### src/rtl/tlc_pkg.sv
// tlc_pkg: shared state encodings, light constants and default phase durations for the traffic-light controller.
// FLASH exists only when TLC_NIGHT_FLASH_EN is defined.
package tlc_pkg;
    localparam int D_T_MAIN_G = 10;
    localparam int D_T_SIDE_G = 5;
    localparam int D_T_YEL    = 2;
    localparam int D_T_ALLRED = 1;
    localparam int D_CNT_W    = 5;
    localparam logic [2:0] LIGHT_R   = 3'b100;
    localparam logic [2:0] LIGHT_Y   = 3'b010;
    localparam logic [2:0] LIGHT_G   = 3'b001;
    localparam logic [2:0] LIGHT_OFF = 3'b000;
    typedef enum logic [2:0] {
        MAIN_G = 3'd0,
        MAIN_Y = 3'd1,
        ALLR1  = 3'd2,
        SIDE_G = 3'd3,
        SIDE_Y = 3'd4,
        ALLR2  = 3'd5
`ifdef TLC_NIGHT_FLASH_EN
        , FLASH = 3'd6
`endif
    } tlc_state_e;
    function automatic tlc_state_e next_state(tlc_state_e s);
        return (s == MAIN_G) ? MAIN_Y :
               (s == MAIN_Y) ? ALLR1  :
               (s == ALLR1)  ? SIDE_G :
               (s == SIDE_G) ? SIDE_Y :
               (s == SIDE_Y) ? ALLR2  : MAIN_G;
    endfunction
    // {main, side} lamp pattern for a normal sequencing state
    function automatic logic [5:0] lights_of(tlc_state_e s);
        return (s == MAIN_G) ? {LIGHT_G, LIGHT_R} :
               (s == MAIN_Y) ? {LIGHT_Y, LIGHT_R} :
               (s == SIDE_G) ? {LIGHT_R, LIGHT_G} :
               (s == SIDE_Y) ? {LIGHT_R, LIGHT_Y} : {LIGHT_R, LIGHT_R};
    endfunction
endpackage

### src/rtl/tick_edge_det.sv
// tick_edge_det: synchronises a divided clock level and emits a one-cycle pulse per rising edge.
// Stays disarmed until prev holds a synchronised sample, so a level already high at reset release gives no tick.
module tick_edge_det (
    input  logic clk_osc,
    input  logic RESET,
    input  logic div_clk,
    output logic tick
);
    logic       sync1, sync2, prev;
    logic [2:0] fill;
    always_ff @(posedge clk_osc or posedge RESET) begin
        if (RESET) begin
            sync1 <= 1'b0;
            sync2 <= 1'b0;
            prev  <= 1'b0;
            fill  <= '0;
        end else begin
            sync1 <= div_clk;
            sync2 <= sync1;
            prev  <= sync2;
            fill  <= {fill[1:0], 1'b1};
        end
    end
    assign tick = fill[2] & sync2 & ~prev;
endmodule

### src/rtl/tlc_phase_ctrl.sv
// tlc_phase_ctrl: traffic-light phase sequencer driven by 1 s ticks derived from slow_clk.
// TLC_NIGHT_FLASH_EN adds night_mode and the FLASH state.
module tlc_phase_ctrl
    import tlc_pkg::*;
#(
    parameter int T_MAIN_G = D_T_MAIN_G,
    parameter int T_SIDE_G = D_T_SIDE_G,
    parameter int T_YEL    = D_T_YEL,
    parameter int T_ALLRED = D_T_ALLRED,
    parameter int CNT_W    = D_CNT_W
) (
    input  logic             clk_osc,
    input  logic             RESET,
    input  logic             slow_clk,
    input  logic             side_req,
    input  logic             ped_req,
`ifdef TLC_NIGHT_FLASH_EN
    input  logic             night_mode,
`endif
    output logic [2:0]       main_light,
    output logic [2:0]       side_light,
    output logic             ped_walk,
    output logic [CNT_W-1:0] remain,
    output logic [2:0]       phase
);
    tlc_state_e       state, state_n;
    logic [CNT_W-1:0] remain_n;
    logic [2:0]       main_n, side_n;
    logic             walk_n, side_pend, ped_pend, side_pend_n, ped_pend_n, tick, go;

    tick_edge_det u_tick (.clk_osc(clk_osc), .RESET(RESET), .div_clk(slow_clk), .tick(tick));

    function automatic logic [CNT_W-1:0] dur_of(tlc_state_e s);
        return (s == MAIN_G) ? CNT_W'(T_MAIN_G - 1) :
               (s == SIDE_G) ? CNT_W'(T_SIDE_G - 1) :
               (s == MAIN_Y || s == SIDE_Y) ? CNT_W'(T_YEL - 1) : CNT_W'(T_ALLRED - 1);
    endfunction

    // main green only yields once its minimum has run out and someone is waiting
    assign go    = tick && remain == '0 && (state != MAIN_G || side_pend || ped_pend);
    assign phase = state;

    always_comb begin
        state_n     = state;
        remain_n    = remain;
        walk_n      = ped_walk;
        side_pend_n = side_pend | side_req;
        ped_pend_n  = ped_pend | ped_req;
        if (go) begin
            state_n  = next_state(state);
            remain_n = dur_of(state_n);
            walk_n   = state == ALLR1 && ped_pend;
            if (state == ALLR1) begin
                side_pend_n = side_req;
                ped_pend_n  = ped_req;
            end
        end else if (tick && remain != '0)
            remain_n = remain - 1'b1;
        {main_n, side_n} = lights_of(state_n);
`ifdef TLC_NIGHT_FLASH_EN
        if (tick && night_mode) begin
            state_n  = FLASH;
            remain_n = '0;
            walk_n   = 1'b0;
            main_n   = (state == FLASH && main_light == LIGHT_Y) ? LIGHT_OFF : LIGHT_Y;
            side_n   = (state == FLASH && side_light == LIGHT_R) ? LIGHT_OFF : LIGHT_R;
        end else if (state == FLASH && tick) begin
            state_n          = ALLR2;
            remain_n         = dur_of(ALLR2);
            walk_n           = 1'b0;
            {main_n, side_n} = lights_of(ALLR2);
        end else if (state == FLASH) begin
            main_n = main_light;
            side_n = side_light;
        end
        if (state == FLASH || state_n == FLASH) begin
            side_pend_n = 1'b0;
            ped_pend_n  = 1'b0;
        end
`endif
    end

    always_ff @(posedge clk_osc or posedge RESET) begin
        if (RESET) begin
            state      <= MAIN_G;
            remain     <= CNT_W'(T_MAIN_G - 1);
            main_light <= LIGHT_G;
            side_light <= LIGHT_R;
            ped_walk   <= 1'b0;
            side_pend  <= 1'b0;
            ped_pend   <= 1'b0;
        end else begin
            state      <= state_n;
            remain     <= remain_n;
            main_light <= main_n;
            side_light <= side_n;
            ped_walk   <= walk_n;
            side_pend  <= side_pend_n;
            ped_pend   <= ped_pend_n;
        end
    end
endmodule

### config.mk
export PLATFORM = sky130hd
export DESIGN_NAME = tlc_phase_ctrl
export DESIGN_NICKNAME = d
export VERILOG_FILES = /design/src/rtl/tlc_pkg.sv /design/src/rtl/tick_edge_det.sv /design/src/rtl/tlc_phase_ctrl.sv
export SDC_FILE = /design/constraint.sdc
export NUM_CORES = 1
export LEC_CHECK = 0
export CELL_PAD_IN_SITES_DETAIL_PLACEMENT = 0
export CELL_PAD_IN_SITES_GLOBAL_PLACEMENT = 1
export CORE_MARGIN = 5
export CORE_UTILIZATION = 39
export CTS_BUF_LIST = sky130_fd_sc_hd__clkbuf_8 sky130_fd_sc_hd__clkbuf_16
export CTS_CLUSTER_DIAMETER = 50
export DETAILED_ROUTE_END_ITERATION = 16
export GPL_TIMING_DRIVEN = 0
export PLACE_DENSITY = 0.76
export SLEW_MARGIN = 20
export SYNTH_ARGS = -nofsm -noshare
export SYNTH_HDL_FRONTEND = slang
export SYNTH_SLANG_ARGS = --single-unit
### constraint.sdc
create_clock -name clk_osc -period 2.4 [get_ports clk_osc]
set_clock_uncertainty 0.05 [all_clocks]
set_input_delay 0.72 -clock clk_osc [delete_from_list [all_inputs] [get_ports clk_osc]]
set_output_delay 0.72 -clock clk_osc [all_outputs]
set_load 0.02 [all_outputs]
==> results of run 1 <==
[power by group through the flow]
| stage | clock network, mW | logic (mW) | registers [mW] |
|---|---|---|---|
| after floorplan | 0 | 0.321 | 0.714 |
| after global routing | 0.264 | 0.761 | 0.616 |
| after global placement | 0 | 0.698 | 0.600 |
| after detailed placement | 0 | 0.701 | 0.606 |
| after CTS | 0.250 | 0.703 | 0.599 |
| final | 0.242 | 0.693 | 0.595 |
[registers in the layout (all words and copies together) (netlist names)]
register / flops
u_tick.prev: 1
ped_pend: 1
side_light: 3
u_tick.sync1: 1
remain: 5
ped_walk: 1
phase: 3
main_light: 3
u_tick.sync2: 1
u_tick.fill: 3
side_pend: 1
[through the flow]
step           cell area [sq um]  setup WS [ns]  std cells
6_report                    1350          0.166        152
3_5_place_dp                1300          0.411        148
2_1_floorplan               1070          0.520         98
3_3_place_gp                1300          0.373        148
5_1_grt                     1350          0.114        152
4_1_cts                     1350          0.153        152
[cells in the final DEF (no fill, tap or decap), types with 2 or more instances in the layout]
cell type        synthesis  routed
nor2_1                   3       3
clkbuf_8                 0       3
inv_1                    5       5
o2bb2ai_1                2       2
a21oi_1                  5       5
buf_6                    3       3
clkdlybuf4s50_1          0      19
a21o_1                   3       3
a31oi_1                  2       2
nor4b_1                  2       2
o21ai_0                  8       8
buf_2                    2       2
ha_1                     2       2
dfrtp_1                 19      19
xor2_1                   2       2
nand2_1                 13      13
dfstp_2                  4       4
[kinds of logic after synthesis]
| kind of cell | share of synthesized area |
|---|---|
| and+or+nand+nor | 0.186 |
| AOI/OAI and AO/OA | 0.158 |
| DFF | 0.541 |
| buffers and inverters | 0.0618 |
| adders and majority gates | 0.0233 |
| xor gates and xnor gates | 0.0163 |
| other | 0.00350 |
| muxes | 0.0105 |
[final cells by class]
class / instances / area share
Buffer: 6 / 0.0353
Inverter: 5 / 0.0139
Tap cell: 31 / 0.0288
Clock buffer: 3 / 0.0306
Timing Repair Buffer: 19 / 0.141
Clock inverter: 1 / 0.00371
Multi-Input combinational cell: 64 / 0.316
Sequential cell: 23 / 0.431
[metal layers]
metal  GRT usage  part of all wire  wire, microns
met1       0.153              0.47            971
met2       0.185              0.48           1000
met3      0.0288             0.035             72
met4      0.0318             0.013             27
met5           0                 0              0
[final timing paths]
path,start,to,slack (ns)
worst min register to register,u_tick.sync1,u_tick.sync2,0.30
worst max-delay path,remain[3],remain[3],0.17
min in group asynchronous,RESET,remain[2],0.89
worst min-delay path,u_tick.sync1,u_tick.sync2,0.30
max in group asynchronous,RESET,phase[0],0.88
worst max register to register,remain[0],side_light[1],0.41
==> impl_metrics.csv, run 1 <==
group,metric,value,unit
route,drt_iter0_drc,26,
logic_synthesis,ys_types,38,
status,outcome,"finished, final reports clean",
logic_synthesis,synth_nets,105,
logic_synthesis,async_flop_share,1.00,
timing,relSlewSlack,0.421,
logic_synthesis,synth_top_cell_area_share,0.443,
setup_path,cp_slowest_cell,"clkdlybuf4s50_1",
placed_design,detailedPlacementHpwl,1.52,mm
logic_synthesis,synthCells,98,
clocking,post_cts_resized,0,
timing,layout_min_cycle_time,2.23,ns
floorplanning,start_util,0.399,
pwr,vdd_ir_drop_max,0.538,mV
setup_path,crit_arrival,1.46,ns
timing,tightest_slew,0.867,ns
cells_and_area,syn2layout_area_growth,25.7,%
setup_path,required,1.63,ns
setup_path,critPathKind,"flip-flop to output port",
clocking,clkSinkCount,23,
clocking,htree_levels,1,
setup_path,cp_slowest_stage_delay,0.61,ns
logic_synthesis,postSynthAreaPerCell,10.9,sq um
setup_path,crit_buf_inv,1,
pwr,power_switching,0.569,mW
logic_synthesis,synth-seq-area-share,0.541,
pwr,p_leak,0.579,nW
timing,maxSlewViolCount,0,
logic_synthesis,synth-seq-cells,23,
pwr,seqPwrFrac,0.389,
clocking,cts_root_buf,"clkbuf_8",
grt,grt_pass1_wl,3.76,mm
cells_and_area,n_fill_cell,261,
logic_synthesis,synth_most_common_cell,"dfrtp_1",
floorplanning,die_area,0.00390,sq mm
clocking,post-cts-setup-buffers,0,
clocking,cts_tree,"yes",
timing,tns,0,ns
cells_and_area,antenna_cells,0,
hold_path,hold_class,"flip-flop to flip-flop",
grt,grt_overflow_total,0,
logic_synthesis,synth_edf_count,0,
grt,antenna_found_initial,0,
pwr,p_per_area,1140,mW/mm^2
pwr,power,1.53,mW
logic_synthesis,synth_top_cell_by_area,"dfrtp_1",
route,vias_per_cell,5.11,
pwr,clock_power_share,0.158,
flow_run,maxCapViolCount,0,
setup_path,ff2ff_path_depth,6,
setup_path,worstSetupEndpointType,"output port",
pwr,p_int,0.961,mW
pwr,power_switching_share,0.372,
timing,clock.fmax,448,MHz
cells_and_area,regArea,581,sq um
setup_path,cp_max_fo,6,
placed_design,port_buffers,19,
timing,period_share,0.931,
hold_path,holdPathStages,0,
logic_synthesis,synthTopCellsByCount,"19 x dfrtp_1, 13 x nand2_1, 8 x o21ai_0, 5 x a21oi_1, 5 x inv_1",
route,drt-total-wl,2.07,mm
clocking,clkSlewWorstSetupHoldPaths,0.08,ns
timing,setup_viol,0,
clocking,clk_path_buf_depth,2,
clocking,insertion_delay,0.26,ns
floorplanning,die_x,62.4,microns
floorplanning,num_rows,19,
logic_synthesis,syn_area,0.00107,sq mm
timing,timing.hold.ws,0.303,ns
cells_and_area,nets,129,
route,vias,776,
logic_synthesis,synth_top_cells_by_area,"dfrtp_1 44%, dfstp_2 9.8%, nand2_1 4.6%, o21ai_0 3.7%, buf_6 3.2%",
setup_path,crit_chain,"clkdlybuf4s50_1",
pwr,pwr-share-comb,0.453,
floorplanning,coreArea,0.00269,sq mm
grt,grt_max_degree,24,
timing,final-hold-violation-count,0,
cells_and_area,drive_gt1_frac,0.165,
setup_path,critPathTopFamily,"buffers and inverters",
clocking,cts_hold_buf,0,
cells_and_area,multiInputGateArea,425,sq um
placed_design,routabilityCongestion,0.799,
route,ant_nets,0,
setup_path,worstSetupPathDepth,1,
logic_synthesis,synthFlopType,"dfrtp_1",
floorplanning,io_pins,20,
route,avgRoutedWirePerCell,13.6,microns
floorplanning,die_h,62.4,microns
cells_and_area,final_util,0.502,
grt,grt_pass1_vias,855,
route,dr.pass1.iters,4,
route,drc,0,
setup_path,startpoint_type,"flip-flop",
timing,rsz0062_at_grt,"false",
grt,track_usage,0.115,
clocking,cts-buffers-inserted,3,
logic_synthesis,ys_warn_count,0,
Power figures use the tool's default switching activity.
==> inputs of run 2 (changes only) <==
- RECOVER_POWER: not set -> 50
==> run 2 against run 1 <==
Net effect:
- die area stayed put
- via count is 0.13% lower
- non-clock buffer count stayed put
- power is 0.25% lower
- flip-flop and latch count stayed put
- hold slack stayed put
- sequential share of layout area is 0.20 points higher
- critical path type unchanged
- critical endpoint unchanged
- largest power group unchanged
==> impl_metrics.csv, run 2 (same netlist as run 1, synthesis figures left out) <==
group,metric,value,unit
clocking,htree_levels,1,
setup_path,worstSetupEndpointType,"output port",
clocking,cts_root_buf,"clkbuf_8",
clocking,clkSlewWorstSetupHoldPaths,0.08,ns
floorplanning,num_rows,19,
clocking,post-cts-setup-buffers,0,
setup_path,startpoint_type,"flip-flop",
setup_path,rrSetupSlack,0.40,ns
floorplanning,die_x,62.4,microns
grt,track_usage,0.115,
timing,maxSlewViolCount,0,
floorplanning,io_pins,20,
timing,tns,0,ns
timing,final-hold-violation-count,0,
setup_path,critPathKind,"flip-flop to output port",
clocking,post_cts_resized,0,
floorplanning,start_util,0.399,
timing,tightest_slew,0.868,ns
route,avgRoutedWirePerCell,13.7,microns
setup_path,crit_chain,"clkdlybuf4s50_1",
timing,setup_viol,0,
floorplanning,die_h,62.4,microns
route,drc,0,
grt,grt_pass1_vias,855,
setup_path,critPathTopFamily,"buffers and inverters",
pwr,vdd_ir_drop_max,0.538,mV
timing,rsz0062_at_grt,"false",
cells_and_area,final_util,0.499,
placed_design,port_buffers,19,
clocking,cts_tree,"yes",
cells_and_area,largest_reg_flops,5,
cells_and_area,regMostFlops,"remain",
route,ant_nets,0,
pwr,p_leak,0.578,nW
clocking,clk_path_buf_depth,2,
pwr,p_per_area,1140,mW/mm^2
flow_run,maxCapViolCount,0,
clocking,cts_hold_buf,0,
route,drt_iter0_drc,26,
floorplanning,coreArea,0.00269,sq mm
setup_path,crit_buf_inv,1,
grt,grt_pass1_wl,3.76,mm
clocking,clkSinkCount,23,
timing,period_share,0.931,
cells_and_area,drive_gt1_frac,0.149,
grt,antenna_found_initial,0,
clocking,cts-buffers-inserted,3,
floorplanning,die_area,0.00390,sq mm
route,vias_per_cell,5.10,
route,drt-total-wl,2.08,mm
placed_design,routabilityCongestion,0.799,
grt,grt_max_degree,24,
timing,layout_min_cycle_time,2.23,ns
timing,clock.fmax,448,MHz
cells_and_area,nets,129,
setup_path,required,1.63,ns
status,outcome,"finished, final reports clean",
setup_path,cp_max_fo,6,
hold_path,hold_class,"flip-flop to flip-flop",
setup_path,cp_slowest_stage_delay,0.61,ns
route,vias,775,
route,dr.pass1.iters,4,
cells_and_area,layout_common_cells,"19 x dfrtp_1, 17 x clkdlybuf4s50_1, 13 x nand2_1",
grt,grt_overflow_total,0,
cells_and_area,mostFrequentLayoutCell,"dfrtp_1",
placed_design,detailedPlacementHpwl,1.52,mm
clocking,insertion_delay,0.26,ns
cells_and_area,syn2layout_area_growth,25.1,%
setup_path,cp_slowest_cell,"clkdlybuf4s50_1",
timing,relSlewSlack,0.421,
cells_and_area,antenna_cells,0,
setup_path,crit_arrival,1.46,ns
run 2: final timing paths:
| kind | start | endpoint | cells after the start |
|---|---|---|---|
| max | remain[3] | remain[3] | 1 |
| min | u_tick.sync1 | u_tick.sync2 | 0 |
| max reg2reg | remain[0] | side_pend | 7 |
| min reg2reg | u_tick.sync1 | u_tick.sync2 | 0 |
| max in group asynchronous | RESET | phase[0] | 2 |
| min in group asynchronous | RESET | remain[2] | 2 |
run 2: routing by layer:
| metal | wire, microns | global-route usage | up-vias |
|---|---|---|---|
| met4 | 27 | 0.0318 | 0 |
| li1 | - | - | 383 |
| met1 | 978 | 0.153 | 377 |
| met5 | 0 | 0 | - |
| met3 | 71 | 0.0288 | 2 |
| met2 | 1000 | 0.185 | 13 |
run 2: cell type report:
class	count	area [sq um]
Buffer	6	46.3
Clock buffer	3	41.3
Clock inverter	1	5.00
Fill cell	262	1350
Inverter	5	18.8
Multi-Input combinational cell	64	420
Sequential cell	23	581
Tap cell	31	38.8
Timing Repair Buffer	19	190
run 2: report_power, final:
group | internal, mW | total [mW] | switching, mW
combinational | 0.333 | 0.689 | 0.356
clock | 0.116 | 0.242 | 0.126
sequential | 0.511 | 0.595 | 0.0842
run 2: stage by stage:
step	area (sq um)	setup slack (ns)	instances	total power, mW	hold slack [ns]
after floorplan	1070	0.520	98	1.04	0.281
after global placement	1300	0.373	148	1.30	0.283
after detailed placement	1300	0.411	148	1.31	0.285
after CTS	1350	0.153	152	1.55	0.304
after global routing	1340	0.114	152	1.64	0.310
final	1340	0.165	152	1.53	0.303
